--- src/rtl/ahb_pkg.sv ---
// Shared AHB-Lite encodings and master indices for the two-master arbiter.
package ahb_pkg;

    localparam logic [1:0] HTRANS_IDLE   = 2'b00;
    localparam logic [1:0] HTRANS_BUSY   = 2'b01;
    localparam logic [1:0] HTRANS_NONSEQ = 2'b10;
    localparam logic [1:0] HTRANS_SEQ    = 2'b11;

    localparam logic HRESP_OKAY  = 1'b0;
    localparam logic HRESP_ERROR = 1'b1;

    localparam logic M0 = 1'b0;
    localparam logic M1 = 1'b1;

    function automatic logic [1:0] master_onehot(input logic idx);
        return idx ? 2'b10 : 2'b01;
    endfunction

endpackage

--- src/rtl/ahb_cpl_buffer.sv ---
// Per-master completion buffer: holds one finished data phase (rdata/resp)
// for a master that was stalled on its next address, until it is regranted.
module ahb_cpl_buffer #(
    parameter int DATA_WIDTH = 32
) (
    input  logic                  clk,
    input  logic                  rst,
    input  logic                  fill,
    input  logic                  drain,
    input  logic [DATA_WIDTH-1:0] rdata_in,
    input  logic                  resp_in,
    output logic                  valid,
    output logic [DATA_WIDTH-1:0] rdata,
    output logic                  resp
);

    logic                  valid_q, valid_d;
    logic [DATA_WIDTH-1:0] rdata_q, rdata_d;
    logic                  resp_q, resp_d;

    always_comb begin
        valid_d = valid_q;
        rdata_d = rdata_q;
        resp_d  = resp_q;
        if (fill) begin
            valid_d = 1'b1;
            rdata_d = rdata_in;
            resp_d  = resp_in;
        end else if (drain) begin
            valid_d = 1'b0;
        end
    end

    always_ff @(posedge clk or posedge rst) begin
        if (rst) begin
            valid_q <= 1'b0;
            rdata_q <= '0;
            resp_q  <= 1'b0;
        end else begin
            valid_q <= valid_d;
            rdata_q <= rdata_d;
            resp_q  <= resp_d;
        end
    end

    assign valid = valid_q;
    assign rdata = rdata_q;
    assign resp  = resp_q;

endmodule

--- src/rtl/ahb_lite_arbiter2.sv ---
// Two-master AHB-Lite arbiter with burst-hold limit. Define ARB_ROUND_ROBIN_EN
// for round-robin contention; otherwise M0 has fixed priority.
module ahb_lite_arbiter2
    import ahb_pkg::*;
#(
    parameter int ADDR_WIDTH = 32,
    parameter int DATA_WIDTH = 32,
    parameter int MAX_HOLD   = 8
) (
    input  logic                  HCLK,
    input  logic                  HRESET,
    input  logic [ADDR_WIDTH-1:0] M0HADDR,
    input  logic [1:0]            M0HTRANS,
    input  logic [2:0]            M0HSIZE,
    input  logic                  M0HWRITE,
    input  logic [DATA_WIDTH-1:0] M0HWDATA,
    output logic                  M0HREADY,
    output logic [DATA_WIDTH-1:0] M0HRDATA,
    output logic                  M0HRESP,
    input  logic [ADDR_WIDTH-1:0] M1HADDR,
    input  logic [1:0]            M1HTRANS,
    input  logic [2:0]            M1HSIZE,
    input  logic                  M1HWRITE,
    input  logic [DATA_WIDTH-1:0] M1HWDATA,
    output logic                  M1HREADY,
    output logic [DATA_WIDTH-1:0] M1HRDATA,
    output logic                  M1HRESP,
    output logic [ADDR_WIDTH-1:0] SHADDR,
    output logic [1:0]            SHTRANS,
    output logic [2:0]            SHSIZE,
    output logic                  SHWRITE,
    output logic [DATA_WIDTH-1:0] SHWDATA,
    input  logic                  SHREADY,
    input  logic [DATA_WIDTH-1:0] SHRDATA,
    input  logic                  SHRESP,
    output logic [1:0]            GRANT
);

    localparam logic [7:0] HOLD_MAX = 8'(MAX_HOLD);

    logic       addr_owner_q, addr_owner_d;
    logic       data_active_q, data_active_d;
    logic       data_owner_q, data_owner_d;
    logic [7:0] hold_cnt_q, hold_cnt_d;
`ifdef ARB_ROUND_ROBIN_EN
    logic       rr_last_q, rr_last_d;
`endif

    logic [1:0]                 req, fill, drain, buf_vld, buf_resp, hready, hresp;
    logic [1:0][DATA_WIDTH-1:0] buf_rdata, hrdata;
    logic [1:0]                 own_trans, gnt_trans;
    logic                       lock, contend_win, gnt, gnt_req;

    // Arbitration: an unexpired SEQ burst keeps the bus; an expired one hands
    // it to the waiting master; otherwise the contention policy decides.
    always_comb begin
        req         = {M1HTRANS[1], M0HTRANS[1]};
        own_trans   = addr_owner_q ? M1HTRANS : M0HTRANS;
        lock        = (own_trans == HTRANS_SEQ) && (hold_cnt_q < HOLD_MAX);
`ifdef ARB_ROUND_ROBIN_EN
        contend_win = ~rr_last_q;
`else
        contend_win = M0;
`endif
        if (hold_cnt_q >= HOLD_MAX) contend_win = ~addr_owner_q;
        gnt = addr_owner_q;
        if (SHREADY && !lock) begin
            if (req[0] && req[1]) gnt = contend_win;
            else if (req[0])      gnt = M0;
            else if (req[1])      gnt = M1;
        end
        gnt_req   = req[gnt];
        gnt_trans = gnt ? M1HTRANS : M0HTRANS;
    end

    always_comb begin
        addr_owner_d  = addr_owner_q;
        data_active_d = data_active_q;
        data_owner_d  = data_owner_q;
        hold_cnt_d    = hold_cnt_q;
`ifdef ARB_ROUND_ROBIN_EN
        rr_last_d     = rr_last_q;
`endif
        if (SHREADY) begin
            addr_owner_d  = gnt;
            data_active_d = gnt_req;
            data_owner_d  = gnt;
            // An idle cycle breaks the run of consecutive transfers.
            if (!gnt_req)                   hold_cnt_d = 8'd0;
            else if (gnt != addr_owner_q)   hold_cnt_d = 8'd1;
            else if (hold_cnt_q < HOLD_MAX) hold_cnt_d = hold_cnt_q + 8'd1;
`ifdef ARB_ROUND_ROBIN_EN
            if (gnt != addr_owner_q) rr_last_d = gnt;
`endif
        end
    end

    always_ff @(posedge HCLK or posedge HRESET) begin
        if (HRESET) begin
            addr_owner_q  <= M0;
            data_active_q <= 1'b0;
            data_owner_q  <= M0;
            hold_cnt_q    <= 8'd0;
`ifdef ARB_ROUND_ROBIN_EN
            rr_last_q     <= M1;
`endif
        end else begin
            addr_owner_q  <= addr_owner_d;
            data_active_q <= data_active_d;
            data_owner_q  <= data_owner_d;
            hold_cnt_q    <= hold_cnt_d;
`ifdef ARB_ROUND_ROBIN_EN
            rr_last_q     <= rr_last_d;
`endif
        end
    end

    // A master whose data completes while its next address is refused is held
    // off (HREADY low) and gets the data from its buffer when regranted.
    always_comb begin
        for (int x = 0; x < 2; x++) begin
            logic own;
            own       = data_active_q && (data_owner_q == 1'(x));
            fill[x]   = SHREADY && own && req[x] && (gnt != 1'(x));
            drain[x]  = SHREADY && buf_vld[x] && (gnt == 1'(x));
            hready[x] = 1'b1;
            hrdata[x] = '0;
            hresp[x]  = HRESP_OKAY;
            if (buf_vld[x]) begin
                hready[x] = SHREADY && (gnt == 1'(x));
                hrdata[x] = buf_rdata[x];
                hresp[x]  = buf_resp[x];
            end else begin
                if (own) begin
                    hrdata[x] = SHRDATA;
                    hresp[x]  = SHRESP;
                end
                if (req[x] && (gnt != 1'(x))) hready[x] = 1'b0;
                else if (req[x] || own)       hready[x] = SHREADY;
            end
        end
    end

    for (genvar g = 0; g < 2; g++) begin : g_buf
        ahb_cpl_buffer #(.DATA_WIDTH(DATA_WIDTH)) u_buf (
            .clk      (HCLK),
            .rst      (HRESET),
            .fill     (fill[g]),
            .drain    (drain[g]),
            .rdata_in (SHRDATA),
            .resp_in  (SHRESP),
            .valid    (buf_vld[g]),
            .rdata    (buf_rdata[g]),
            .resp     (buf_resp[g])
        );
    end

    assign SHADDR   = gnt ? M1HADDR : M0HADDR;
    assign SHTRANS  = gnt_req ? gnt_trans : HTRANS_IDLE;
    assign SHSIZE   = gnt ? M1HSIZE : M0HSIZE;
    assign SHWRITE  = gnt ? M1HWRITE : M0HWRITE;
    assign SHWDATA  = data_owner_q ? M1HWDATA : M0HWDATA;
    assign GRANT    = master_onehot(gnt);
    assign M0HREADY = hready[0];
    assign M0HRDATA = hrdata[0];
    assign M0HRESP  = hresp[0];
    assign M1HREADY = hready[1];
    assign M1HRDATA = hrdata[1];
    assign M1HRESP  = hresp[1];

endmodule

--- config.mk ---
export PLATFORM = sky130hd
export DESIGN_NAME = ahb_lite_arbiter2
export DESIGN_NICKNAME = d
export VERILOG_FILES = /design/src/rtl/ahb_pkg.sv /design/src/rtl/ahb_cpl_buffer.sv /design/src/rtl/ahb_lite_arbiter2.sv
export SDC_FILE = /design/constraint.sdc
export NUM_CORES = 1
export LEC_CHECK = 0
export CAP_MARGIN = 20
export CORE_AREA = 2 2 124 126
export CTS_BUF_LIST = sky130_fd_sc_hd__clkbuf_2
export CTS_CLUSTER_DIAMETER = 150
export CTS_CLUSTER_SIZE = 14
export DETAILED_ROUTE_END_ITERATION = 10
export DIE_AREA = 0 0 126 128
export GPL_ROUTABILITY_DRIVEN = 0
export PLACE_DENSITY = 0.74
export SETUP_SLACK_MARGIN = 0.05
export SYNTH_ARGS = -nofsm -noshare
export SYNTH_HDL_FRONTEND = slang
export SYNTH_SLANG_ARGS = --single-unit
--- constraint.sdc ---
create_clock -name HCLK -period 3.2 [get_ports HCLK]
set_clock_uncertainty 0.1 [all_clocks]
set_input_delay 0.48 -clock HCLK [delete_from_list [all_inputs] [get_ports HCLK]]
set_output_delay 0.48 -clock HCLK [all_outputs]
set_load 0.01 [all_outputs]
======== Word level (Yosys, flattened, before mapping) ========
Cells that the tools add are included.
storage, ports and cells
  bits in registers ....................... 78
  latch bits .............................. 0
  memory bits (writable) .................. 0
  memory bits (read-only) ................. 0
  bits of input ports ..................... 176
  memories ................................ 0
operators by class
  $add $sub $neg .......................... 1
  multipliers ............................. 0
  divide/modulo/power cells ............... 0
  $lt $le $gt $ge ......................... 3
  equal/unequal tests ..................... 3
  shifts and indexed selects .............. 0
  mux-type cells .......................... 36
  bitwise gates (word level) .............. 2
  reductions and logical operators ........ 25
operators with widths
  kind                                                                                  count
  32-bit 2-to-1 mux                                                                     6
  8-bit 2-to-1 mux                                                                      3
  1-bit 2-to-1 mux                                                                      22
  1-bit logical AND                                                                     19
  8-bit by 1-bit adder with 8-bit output (second input constant)                        1
  8-bit by 4-bit greater-or-equal comparator with 1-bit output (second input constant)  1
  8-bit by 4-bit less-than comparator with 1-bit output (second input constant)         1
  2-bit 2-to-1 mux                                                                      4
  2-bit nonzero test                                                                    2
  3-bit 2-to-1 mux                                                                      1
  3-bit by 1-bit != test with 1-bit output (second input constant)                      1
  2-bit == test (second input constant)                                                 1
  1-bit logical OR                                                                      2
  1-bit by 2-bit less-than comparator with 1-bit output (second input constant)         1
  1-bit inverter                                                                        2
  2-bit AND reduction                                                                   1
  1-bit zero test                                                                       1
  1-bit != test                                                                         1

======== Logic depth before layout (Yosys ltp) ========
  word-level depth ........................ 10
  gate-level depth with buffers ........... 7
  depth with buffers taken out ............ 4

======== Cells and area by module ========
From an unflattened synthesis, not the netlist that was laid out.
unflattened totals
  cells, all modules ...................... 400
  area, all modules ....................... 5088.6 µm²
by module, submodules not included
  module             instances  cells an instance  area an instance (µm²)
  ahb_cpl_buffer     2          74                 1417.6
  ahb_lite_arbiter2  1          252                2253.4

======== Worst setup path after synthesis ========
OpenSTA, ideal clock, no wires.
  kind .................................... reg-to-output
  from .................................... reg hold_cnt_q[4]
  to ...................................... out SHTRANS[0]
  data arrival time ....................... 2.100 ns
  required time ........................... 2.620 ns
  path slack .............................. 0.520 ns
  cell stages (with the launch flop) ...... 7
  path through ............................ dfrtp_1 > or3_4 > or3_1 > a311o_1 > buf_6 > buf_6 > a211oi_1
on the way
  cells in the longest elaborated chain, start to end .. 8
  elaborated cells between the ends (all ways) .. 12
RTL lines
  element                                                RTL line                  source
  start: declaration                                     ahb_lite_arbiter2.sv:44   logic [7:0] hold_cnt_q, hold_cnt_d;
  start signal: assignment                               ahb_lite_arbiter2.sv:111  hold_cnt_q <= hold_cnt_d;
  8-bit by 4-bit less-than comparator with 1-bit output  ahb_lite_arbiter2.sv:59   lock = (own_trans == HTRANS_SEQ) && (hold_cnt_q < HOLD_MAX);
  1-bit logical AND                                      ahb_lite_arbiter2.sv:59
  1-bit zero test                                        ahb_lite_arbiter2.sv:67   if (SHREADY && !lock) begin
  1-bit logical AND                                      ahb_lite_arbiter2.sv:67
  1-bit 2-to-1 mux *                                     ahb_lite_arbiter2.sv:67
  1-bit 2-to-1 mux (implied by the code) (2 in a row)    ahb_lite_arbiter2.sv:72   gnt_req = req[gnt];
  2-bit 2-to-1 mux *                                     ahb_lite_arbiter2.sv:159  assign SHTRANS = gnt_req ? gnt_trans : HTRANS_IDLE;
  end: declaration                                       ahb_lite_arbiter2.sv:29   output logic [1:0] SHTRANS,
Every way passes the cells marked *; elsewhere a longest branch is shown, timed or not. The select of a mux whose other input is x is not followed.

======== Worst setup path after layout ========
  from .................................... reg hold_cnt_q[5]
  to ...................................... out SHADDR[18]
on the way
  cells in the longest elaborated chain, start to end .. 6
  elaborated cells between the ends (all ways) .. 9
RTL lines
  element                                                RTL line                  source
  8-bit by 4-bit less-than comparator with 1-bit output  ahb_lite_arbiter2.sv:59
  1-bit logical AND                                      ahb_lite_arbiter2.sv:59
  1-bit zero test                                        ahb_lite_arbiter2.sv:67
  1-bit logical AND                                      ahb_lite_arbiter2.sv:67
  1-bit 2-to-1 mux *                                     ahb_lite_arbiter2.sv:67
  32-bit 2-to-1 mux *                                    ahb_lite_arbiter2.sv:158  assign SHADDR = gnt ? M1HADDR : M0HADDR;
  end: declaration                                       ahb_lite_arbiter2.sv:28   output logic [ADDR_WIDTH-1:0] SHADDR,
Every way passes the cells marked *; elsewhere a longest branch is shown, timed or not.

==> reports/qor.csv <==
stage,metric,value,unit
route,DR pass1 iterations,4,
critical_path,FF-to-FF path depth,6,
global_route,vias in the first global route,5095,
clocking,Worst-path clk slew,0.24,ns
outcome,violated checks,setup timing,
critical_path,crit end category,primary output,
global_route,global-route wire length before repair,29.93,mm
worst_hold_path,HP Class,in -> async,
sta,final critical-path required period,3.367,ns
yosys,Synth Net Count,584,
final_layout,layout cells sized above 1,31.74,%
critical_path,critical path class,reg -> out,
route,vias per inst,5.265,
clocking,clk buf depth,2,
floorplanning,total core area,14860,um2
clocking,total CTS buffers,9,
clocking,"Hold-fix buffers, CTS",0,
yosys,Post-Syn Instances,406,
critical_path,CP Max Fanout,5,
critical_path,worst reg-to-reg setup slack,0.74,ns
yosys,Post-synth ARST share,100.0,%
clocking,Num Clock Sinks,78,
sta,final hold vios,0,
route,initial drt markers,282,
critical_path,Crit path arrival time,2.79,ns
critical_path,Critical Path Source Type,register,
critical_path,WP data required,2.62,ns
critical_path,slowest stage cell on the critical path,dfrtp_1,
power_and_ir_drop,Leak,0.003931,uW
critical_path,Buf/Inv on CP,3,
clocking,CTS tree,yes,
sta,Max Freq,297.0,MHz
clocking,Clock Tree Root,clkbuf_2,
global_route,GRT Overall Usage,24.11,%
yosys,largest area contributor in the netlist,dfrtp_1,
sta,unrepaired setup endpoints after global routing,true,
final_layout,P&R area growth vs syn,76.56,%
placement,"Cell Area, Placed",8322,um2
outcome,status,"complete, but fails checks",
clocking,clk_lat worst skew,0.49,ns
sta,slew at the pin with the worst max-slew slack,0.7027,ns
route,final wirelength,20.57,mm
yosys,Synth top area share,39.65,%
sta,worst hold slack,0.2232,ns
sta,Slew Limit Headroom,51.94,%
floorplanning,Die Y,128,um
floorplanning,Die X,126,um
global_route,global route total overflow,0,
clocking,H-tree levels,3,
critical_path,worst-path cell chain,"or3_4, or3_4, a311o_2, buf_6, clkbuf_16, mux2_4, buf_6",
final_layout,Final Instance Area,8691,um2
placement,quantity of I/O buffers inserted on ports,315,
sta,worst setup margin,-0.1669,ns
floorplanning,io pins,316,
global_route,antenna violations before repair,1,
yosys,"top cells by area, synth","dfrtp_1 (40%), mux2_2 (23%), a22o_1 (12%)",
sta,period utilization,105.2,%
yosys,Mean Syn Cell Area,12.12,um2
floorplanning,initial core utilization,33.11,%
yosys,"EDFF count, synth",0,
yosys,sequential cell area fraction in the yosys report,39.65,%
power_and_ir_drop,VDD IR-drop max,0.2175,mV
flow_run,maxcap violations,0,
yosys,Mapped Area,4922,um2
sta,final setup TNS,-5.710,ns
yosys,Post-synth top flop,dfrtp_1,
global_route,largest net degree at the start of global routing,45,
floorplanning,full die area,16130,um2
final_layout,nets,907,
placement,post-detail-place hpwl,15.10,mm
critical_path,CP top delay family,simple AND/OR/NAND/NOR gates,
yosys,Syn. warnings,0,
placement,Setup Slack @ Placement,-0.2194,ns
route,Wirelength per Cell,22.29,um
critical_path,worst r2r dst,g_buf[0].u_buf.rdata[20]$_DFFE_PP0P_,
yosys,synth unique cells,42,
sta,Final Max Tran Viols,0,
sta,final setup fails,38,
route,Residual DRC,0,
route,Post-DRT Antenna Nets,0,
power_and_ir_drop,PD cells,391.2,nW/um2
critical_path,CP peak stage delay,0.42,ns
route,Vias,4860,
floorplanning,# rows,45,
yosys,register bit count reported by yosys,78,
critical_path,launch point of the worst reg-to-reg path,hold_cnt_q[5]$_DFFE_PP0P_,
## cells in the mapped netlist (4+ instances only)
cell / n
a21oi_1: 5
a22o_1: 66
a41oi_1: 4
buf_1: 4
clkbuf_1: 23
dfrtp_1: 78
inv_1: 10
mux2_2: 100
mux2_4: 34
nand2_1: 8
nor2_1: 10
nor3_1: 8
o21ai_0: 4
## kinds of logic (layout without fill, tap and decap cells)
group	after synthesis	count (layout)	synth area share (%)
adder cells (fa/ha/maj)	2	2	0.5083
flip-flops	78	78	39.65
buffers and inverters	47	375	5.109
AO/OA/AOI/OAI	97	97	16.32
multiplexers	134	134	33.25
AND/OR/NAND/NOR	48	48	5.160
other	0	1	0
## area by class of cell
class	count	area [um2]
flip-flops and latches	78	1952
well taps	188	235.2
clock buffers	10	50.05
diodes	1	2.502
repair buffers	349	3582
inverters	10	38.79
multi-input cells	281	2759
clock inverters	6	71.32
fillers	1271	6173
## how the worst max path moves through the flow
stage | endpoint | from | depth (start not counted) | slack, ns
2_1_floorplan | SHTRANS[0] | hold_cnt_q[4]$_DFFE_PP0P_ | 6 | 0.52
3_3_place_gp | SHADDR[27] | M1HTRANS[1] | 7 | -0.18
3_5_place_dp | SHADDR[27] | M1HTRANS[0] | 7 | -0.22
4_1_cts | SHADDR[15] | hold_cnt_q[5]$_DFFE_PP0P_ | 7 | -0.22
5_1_grt | SHADDR[18] | hold_cnt_q[5]$_DFFE_PP0P_ | 7 | -0.28
6_report | SHADDR[18] | hold_cnt_q[5]$_DFFE_PP0P_ | 7 | -0.17
## registers in the layout, indices dropped and copies added, names as in the netlist
register	count
data_owner_q	1
g_buf.u_buf.resp	2
g_buf.u_buf.valid	2
hold_cnt_q	8
g_buf.u_buf.rdata	64
data_active_q	1
## metal layers
metal	part of all wire, %	up-vias	wire (um)	global-route usage [%]
li1	-	2194	-	-
met1	39	2403	8078	28.63
met2	50	233	10370	42.35
met3	7.7	30	1592	6.469
met4	2.6	0	536	8.080
met5	0	-	0	0
## layout by cell type (no fill, tap or decap), drive strengths merged, types with 3 or more instances in the layout
master,n
nor2,10
dfrtp,78
a311oi,3
a41oi,4
nand3,3
nor3,8
a21oi,5
clkbuf,11
mux2,134
clkinv,4
or3,3
a22o,66
buf,73
inv,10
and2,3
nand2,8
o21ai,4
clkdlybuf4s50,273
## where the power goes
| part | internal [uW] | total, uW | switching [uW] |
|---|---|---|---|
| clock | 191 | 555 | 365 |
| sequential | 1100 | 1170 | 65.8 |
| combinational | 995 | 1680 | 681 |
## per-stage QoR
| step | utilization [%] | total power, uW | cells |
|---|---|---|---|
| floorplan | - | 1917 | 406 |
| global placement | 55.98 | 2710 | 895 |
| detailed placement | 55.98 | 2740 | 895 |
| CTS | 57.97 | 3399 | 918 |
| global route | 58.45 | 3565 | 922 |
| finish | 58.47 | 3400 | 923 |
## timing repair
action | in CTS | in global routing
cloned | 4 | 2
setup endpoints to repair | 43 | 54
pin swaps | 4 | 2
buffers inserted | 3 | 2
hold endpoints to repair | 0 | 0
gates resized for setup | 210 | 7
(Power assumes the default switching activity.)
